### config.mk
export PLATFORM = sky130hd
export DESIGN_NAME = anton_neopixel_pixel_shifter
export DESIGN_NICKNAME = d
export VERILOG_FILES = /design/src/rtl/anton_neopixel_pixel_shifter.sv
export SDC_FILE = /design/constraint.sdc
export NUM_CORES = 1
export LEC_CHECK = 0
export CAP_MARGIN = 20
export CORE_ASPECT_RATIO = 0.5
export CORE_UTILIZATION = 55
export DETAILED_ROUTE_END_ITERATION = 12
export DONT_BUFFER_PORTS = 1
export PLACE_DENSITY = 0.78
export SLEW_MARGIN = 20
export SYNTH_ARGS = -nofsm -noshare
export SYNTH_HDL_FRONTEND = slang
export SYNTH_SLANG_ARGS = --single-unit
### constraint.sdc
create_clock -name clk6_4mhz -period 2.5 [get_ports clk6_4mhz]
set_clock_uncertainty 0.05 [all_clocks]
set_input_delay 0.25 -clock clk6_4mhz [delete_from_list [all_inputs] [get_ports clk6_4mhz]]
set_output_delay 0.25 -clock clk6_4mhz [all_outputs]
set_load 0.1 [all_outputs]
### src/rtl/anton_neopixel_pixel_shifter.sv
// NeoPixel pixel shifter: prefetches one GRB pixel from the byte buffer and serialises it MSB first.
// Optional build macro ANTON_NEOPIXEL_UNDERRUN_COUNT_EN adds the saturating underrunCount output.
`ifndef BUFFER_END_DEFAULT
`define BUFFER_END_DEFAULT 63
`endif
`ifndef CLOG2
`define CLOG2(x) $clog2(x)
`endif

module anton_neopixel_pixel_shifter #(
  parameter int unsigned  BUFFER_END  = `BUFFER_END_DEFAULT,
  localparam int unsigned BUFFER_BITS = `CLOG2(BUFFER_END + 1)
) (
  input  logic                   clk6_4mhz,
  input  logic                   rstn,
  input  logic                   streamOutput,
  input  logic                   streamReset,
  input  logic                   streamBitOf,
  input  logic                   streamPixelOf,
  input  logic                   regCtrl32bit,
  input  logic [2:0]             bitPatternIndex,
  input  logic [4:0]             pixelBitIndex,
  input  logic [BUFFER_BITS-1:0] pixelIndex,
  input  logic [BUFFER_BITS-1:0] pixelIndexMax,
  output logic                   rdReq,
  output logic [BUFFER_BITS-1:0] rdAddr,
  input  logic [7:0]             rdData,
  input  logic                   rdValid,
  output logic                   neopixelOut,
  output logic                   underrun
`ifdef ANTON_NEOPIXEL_UNDERRUN_COUNT_EN
  ,
  output logic [7:0]             underrunCount
`endif
);

  typedef enum logic [1:0] {ST_IDLE, ST_REQ, ST_WAIT, ST_DONE} state_e;

  state_e                 state_q, state_d;
  logic [1:0]             byte_cnt_q, byte_cnt_d;
  logic                   mode32_q, mode32_d;
  logic [2:0][7:0]        bytes_q, bytes_d;
  logic [23:0]            next_pixel_q, next_pixel_d;
  logic                   next_valid_q, next_valid_d;
  logic [23:0]            cur_pixel_q, cur_pixel_d;
  logic                   rd_req_q, rd_req_d;
  logic [BUFFER_BITS-1:0] rd_addr_q, rd_addr_d;
  logic                   neo_q, neo_d;
  logic                   underrun_q, underrun_d;

  // Frame-level strobes are not needed here; the per-bit indices carry all timing.
  logic unused_strobes;
  assign unused_strobes = ^{streamReset, streamBitOf, streamPixelOf};

  logic [23:0]            fetched_c;
  logic [2:0]             r3, g3;
  logic [1:0]             b2;
  logic                   done_c, load_c, have_c, bit_c;
  logic [23:0]            src_c;
  logic [4:0]             bit_idx;
  logic [BUFFER_BITS-1:0] idx_eq, succ_addr;

  // Assemble the completed fetch into GRB, expanding RGB332 by bit replication.
  always_comb begin
    r3 = bytes_q[0][7:5];
    g3 = bytes_q[0][4:2];
    b2 = bytes_q[0][1:0];
    if (mode32_q) fetched_c = {bytes_q[0], bytes_q[1], bytes_q[2]};
    else          fetched_c = {g3, g3, g3[2:1], r3, r3, r3[2:1], b2, b2, b2, b2};
  end

  // Address of the pixel after the one being shown; 32-bit pixels occupy 4-byte slots.
  always_comb begin
    idx_eq    = pixelIndex | (regCtrl32bit ? BUFFER_BITS'(3) : BUFFER_BITS'(0));
    succ_addr = (idx_eq == pixelIndexMax) ? BUFFER_BITS'(0)
              : pixelIndex + (regCtrl32bit ? BUFFER_BITS'(4) : BUFFER_BITS'(1));
  end

  // Fetch FSM: one outstanding read, bytes collected in order.
  always_comb begin
    state_d    = state_q;
    byte_cnt_d = byte_cnt_q;
    mode32_d   = mode32_q;
    bytes_d    = bytes_q;
    rd_addr_d  = rd_addr_q;
    rd_req_d   = 1'b0;
    case (state_q)
      ST_IDLE: begin
        if (!next_valid_q) begin
          state_d    = ST_REQ;
          mode32_d   = regCtrl32bit;
          byte_cnt_d = 2'd0;
          rd_addr_d  = streamOutput ? succ_addr : BUFFER_BITS'(0);
          rd_req_d   = 1'b1;
        end
      end
      ST_REQ: state_d = ST_WAIT;
      ST_WAIT: begin
        if (rdValid) begin
          bytes_d[byte_cnt_q] = rdData;
          if (!mode32_q || byte_cnt_q == 2'd2) begin
            state_d = ST_DONE;
          end else begin
            state_d    = ST_REQ;
            byte_cnt_d = byte_cnt_q + 2'd1;
            rd_addr_d  = rd_addr_q + BUFFER_BITS'(1);
            rd_req_d   = 1'b1;
          end
        end
      end
      ST_DONE: state_d = ST_IDLE;
      default: state_d = ST_IDLE;
    endcase
  end

  assign done_c  = (state_q == ST_DONE);
  assign load_c  = streamOutput && (bitPatternIndex == 3'd0) && (pixelBitIndex == 5'd0);
  assign have_c  = done_c || next_valid_q;
  assign src_c   = done_c ? fetched_c : next_pixel_q;
  assign bit_idx = 5'(5'd23 - pixelBitIndex);

  // Pixel hand-over, bit selection and waveform generation.
  always_comb begin
    next_pixel_d = next_pixel_q;
    next_valid_d = next_valid_q;
    cur_pixel_d  = cur_pixel_q;
    underrun_d   = underrun_q;
    if (done_c) begin
      next_pixel_d = fetched_c;
      next_valid_d = 1'b1;
    end
    if (load_c) begin
      next_valid_d = 1'b0;
      if (have_c) begin
        cur_pixel_d = src_c;
      end else begin
        cur_pixel_d = 24'd0;
        underrun_d  = 1'b1;
      end
    end
    if (load_c)                    bit_c = have_c & src_c[23];
    else if (pixelBitIndex <= 5'd23) bit_c = cur_pixel_q[bit_idx];
    else                           bit_c = 1'b0;
    neo_d = streamOutput && (bitPatternIndex < (bit_c ? 3'd5 : 3'd2));
  end

  always_ff @(posedge clk6_4mhz or negedge rstn) begin
    if (!rstn) begin
      state_q      <= ST_IDLE;
      byte_cnt_q   <= 2'd0;
      mode32_q     <= 1'b0;
      bytes_q      <= '0;
      next_pixel_q <= 24'd0;
      next_valid_q <= 1'b0;
      cur_pixel_q  <= 24'd0;
      rd_req_q     <= 1'b0;
      rd_addr_q    <= '0;
      neo_q        <= 1'b0;
      underrun_q   <= 1'b0;
    end else begin
      state_q      <= state_d;
      byte_cnt_q   <= byte_cnt_d;
      mode32_q     <= mode32_d;
      bytes_q      <= bytes_d;
      next_pixel_q <= next_pixel_d;
      next_valid_q <= next_valid_d;
      cur_pixel_q  <= cur_pixel_d;
      rd_req_q     <= rd_req_d;
      rd_addr_q    <= rd_addr_d;
      neo_q        <= neo_d;
      underrun_q   <= underrun_d;
    end
  end

  assign rdReq       = rd_req_q;
  assign rdAddr      = rd_addr_q;
  assign neopixelOut = neo_q;
  assign underrun    = underrun_q;

`ifdef ANTON_NEOPIXEL_UNDERRUN_COUNT_EN
  logic [7:0] cnt_q, cnt_d;

  always_comb begin
    cnt_d = cnt_q;
    if (load_c && !have_c && cnt_q != 8'hFF) cnt_d = cnt_q + 8'd1;
  end

  always_ff @(posedge clk6_4mhz or negedge rstn) begin
    if (!rstn) cnt_q <= 8'd0;
    else       cnt_q <= cnt_d;
  end

  assign underrunCount = cnt_q;
`endif

endmodule

==> impl_metrics.ini <==
[place]
gpl.final_weighted_congestion = 0.868
io_buffer_count = 0
place_hpwl_microns = 5890

[drt]
via_per_inst = 6.07
post_drt_wl_per_cell_microns = 18.7
totalWireLength_microns = 8520
via_count = 2766
ant_nets = 0
drtPass1Iterations = 4
post-route-drc-count = 0
drt_iter0_drc = 189

[layout]
fill_cells = 519
nets = 407
syn_to_final_growth_pct = 11.5
num_antenna_cells = 0
layout-drive-gt1-share_pct = 17.3
multi_input_area_sq_mm = 0.00175
layout_utilization_pct = 65.6
layout.cells.most_common_list = 87 x sky130_fd_sc_hd__dfrtp_1, 32 x sky130_fd_sc_hd__o21ai_0, 30 x sky130_fd_sc_hd__nand2_1, 30 x sky130_fd_sc_hd__mux2_2, 29 x sky130_fd_sc_hd__a22o_1
seqCellArea_sq_mm = 0.00218
mostFrequentLayoutCell = sky130_fd_sc_hd__dfrtp_1

[sta]
rsz0062_at_grt = false
final_setup_violation_count = 0
final_period_minus_worst_setup_slack_ns = 2.21
max_slew_margin_pct = 37.2
layout_worst_path_cycle_share_pct = 88.3
worst_slew_pin_slew_ns = 0.940
tns_ns = 0
number_of_max_slew_violations_in_the_final_report = 0
max_freq_ghz = 0.453
final_hold_viol_count = 0

[synthesis]
yosys_reg_bits = 87
synth_xor_xnor_area_share_pct = 1.95
ys_types = 40
post_synth.cell_area_avg_sq_um = 11.6
post_synth_mux_area_share_pct = 12.5
syn-num-nets = 398
synthFlopType = sky130_fd_sc_hd__dfrtp_1
synth.yosys.seq_area_share_pct = 53.8
synth_compound_area_share_pct = 16.2
ys.warnings.count = 0
synthArstFlopShare_pct = 100
largest_family_of_logic_cells_by_synthesized_area = compound AO/OA/AOI/OAI gates
post_synth_instance_area_sq_mm = 0.00405
number_of_flops_mapped_to_enable_cells_by_yosys = 0
post_synth_inst_count = 350
adder_cell_fraction_of_synth_area_pct = 3.71
post_synthesis_share_of_cell_area_spent_on_and_or_nand_and_nor_gates_pct = 8.99

[worst_setup_path]
cp.arrival_ns = 2.38
worstPathRequired_ns = 2.67
crit_top_cell = sky130_fd_sc_hd__nor2_1
r2r-start = state_q[0]
worstReg2RegEnd = neopixelOut
worst-path-max-fanout = 7
end_kind = register
worst_path_max_delay_cell = sky130_fd_sc_hd__a21oi_1
crit_path_kind = register to register
critical_path.cell_chain = a21oi_1, nand4b_1, nor2_1, o211a_1, ha_1, nor2_1, o21ai_0, o21ai_2
cpPeakStageDelay_ns = 0.47
setup.reg_to_reg.worst_slack_ns = 0.29
reg2regPathDepth = 8
worstSetupStartpointType = register

[floorplan]
pin_count = 45
die_h_microns = 62.7
placement_rows = 21
initial_core_utilization_pct = 58.8
fp.dieArea_sq_mm = 0.00773
core_region_area_sq_mm = 0.00688
chipWidth_microns = 123

[hold_path]
min_path_type = input port to register
worst_hold_path.endpoint = bytes_q[13]
hold_depth = 1
holdCritStartpoint = rdData[5]

[job]
cap_viol_max_count = 0

[power_and_ir_drop]
leakage_power_nw = 2.10
post-layout-total-power_w = 0.00499
max-vdd-ir-drop_uv = 829
p_per_area_mw_per_mm2 = 1110

[global_route]
grt_use_total_pct = 24.7
grt_start_max_net_pins = 88
grt_pass1_vias = 2755
first_pass_grt_wire_length_microns = 14200
overflow = 0
antenna_found_initial = 0

[clock_tree]
clk_latency_ns = 0.34
cts-root-buf = sky130_fd_sc_hd__clkbuf_16
clk_pin_slew_ns = 0.06
post_cts_buffers = 0
max-clock-path-buffers = 2
sink_count_of_the_clock_tree = 87
htreeDepth = 3
tritoncts = yes
cts-hold-fix-buffers = 3
cts_repair_resize_count = 0
cts_inserted_buffers = 9

[status]
status = complete, no violations
[worst max-delay path, delay by kind of cell (launching register included)]
kind / cells / cell delay, ns
AOI/OAI and AO/OA: 4 / 1.01
DFF: 1 / 0.44
adders and majority gates: 1 / 0.28
and+or+nand+nor: 3 / 0.30
[Yosys cell counts (3+ instances only)]
cell type / n / area (sq um)
sky130_fd_sc_hd__mux2i_1: 10 / 100
sky130_fd_sc_hd__xnor2_1: 7 / 61.3
sky130_fd_sc_hd__o21ai_0: 32 / 160
sky130_fd_sc_hd__mux4_2: 3 / 67.6
sky130_fd_sc_hd__dfrtp_1: 87 / 2180
sky130_fd_sc_hd__buf_2: 7 / 35.0
sky130_fd_sc_hd__a21oi_1: 21 / 105
sky130_fd_sc_hd__nand3_1: 11 / 55.1
sky130_fd_sc_hd__nand2_1: 30 / 113
sky130_fd_sc_hd__a22o_1: 29 / 254
sky130_fd_sc_hd__nor2b_1: 10 / 62.6
sky130_fd_sc_hd__mux2_2: 30 / 338
sky130_fd_sc_hd__nor2_1: 9 / 33.8
sky130_fd_sc_hd__ha_1: 12 / 150
sky130_fd_sc_hd__nand2b_1: 3 / 18.8
sky130_fd_sc_hd__inv_1: 8 / 30.0
sky130_fd_sc_hd__clkbuf_1: 9 / 33.8
sky130_fd_sc_hd__a21o_1: 3 / 22.5
sky130_fd_sc_hd__o32ai_1: 3 / 26.3
[through the flow]
step | cell area, sq um | setup WS [ns] | hold WS [ns] | std cells
3_3_place_gp | 4150 | 0.379 | -0.0919 | 433
5_1_grt | 4510 | 0.0657 | 0.00116 | 456
2_1_floorplan | 4050 | 0.422 | -0.0956 | 350
3_5_place_dp | 4150 | 0.297 | -0.0927 | 433
6_report | 4510 | 0.293 | 0.00659 | 456
4_1_cts | 4470 | 0.286 | 0.00149 | 452
[cells by family after synthesis]
logic type | after synthesis
flip-flops | 87
buffers and inverters | 27
AND/OR/NAND/NOR | 74
AO/OA/AOI/OAI | 98
XOR/XNOR | 9
adder cells (fa/ha/maj) | 12
multiplexers | 43
[routing by layer]
layer / GRT usage [%] / part of all wire [%] / vias up
li1: - / - / 1280
met1: 35.2 / 46 / 1392
met2: 35.3 / 45 / 90
met3: 10.8 / 8.7 / 4
met4: 4.82 / 0.82 / 0
met5: 0 / 0 / -
[registers in the layout, summed over array words and instances, names as in the netlist, 2 cells and up]
signal / count
b2: 2
byte_cnt_q: 2
bytes_q: 22
cur_pixel_q: 24
next_pixel_q: 24
rdAddr: 6
state_q: 2
[worst max path at each step]
stage	start	end	slack [ns]
after CTS	state_q[0]	neopixelOut	0.29
after global placement	state_q[0]	neopixelOut	0.38
after detailed placement	state_q[0]	neopixelOut	0.30
after floorplan	pixelBitIndex[0]	neopixelOut	0.42
final	state_q[0]	neopixelOut	0.29
after global routing	state_q[1]	rdAddr[2]	0.07
[area by class of cell]
class,count,share of cell area [%]
clock buffers,13,5.77
multi-input cells,236,38.9
flip-flops and latches,87,48.2
repair buffers,16,3.44
inverters,9,0.749
clock inverters,3,0.388
well taps,92,2.55
[power breakdown]
group	leakage, nW	switching, W	total, W	internal (W)
logic	0.829	0.00107	0.00164	0.000575
registers	1.14	0.000265	0.00211	0.00184
clock network	0.136	0.000521	0.00124	0.000724
Power figures use the tool's default switching activity.
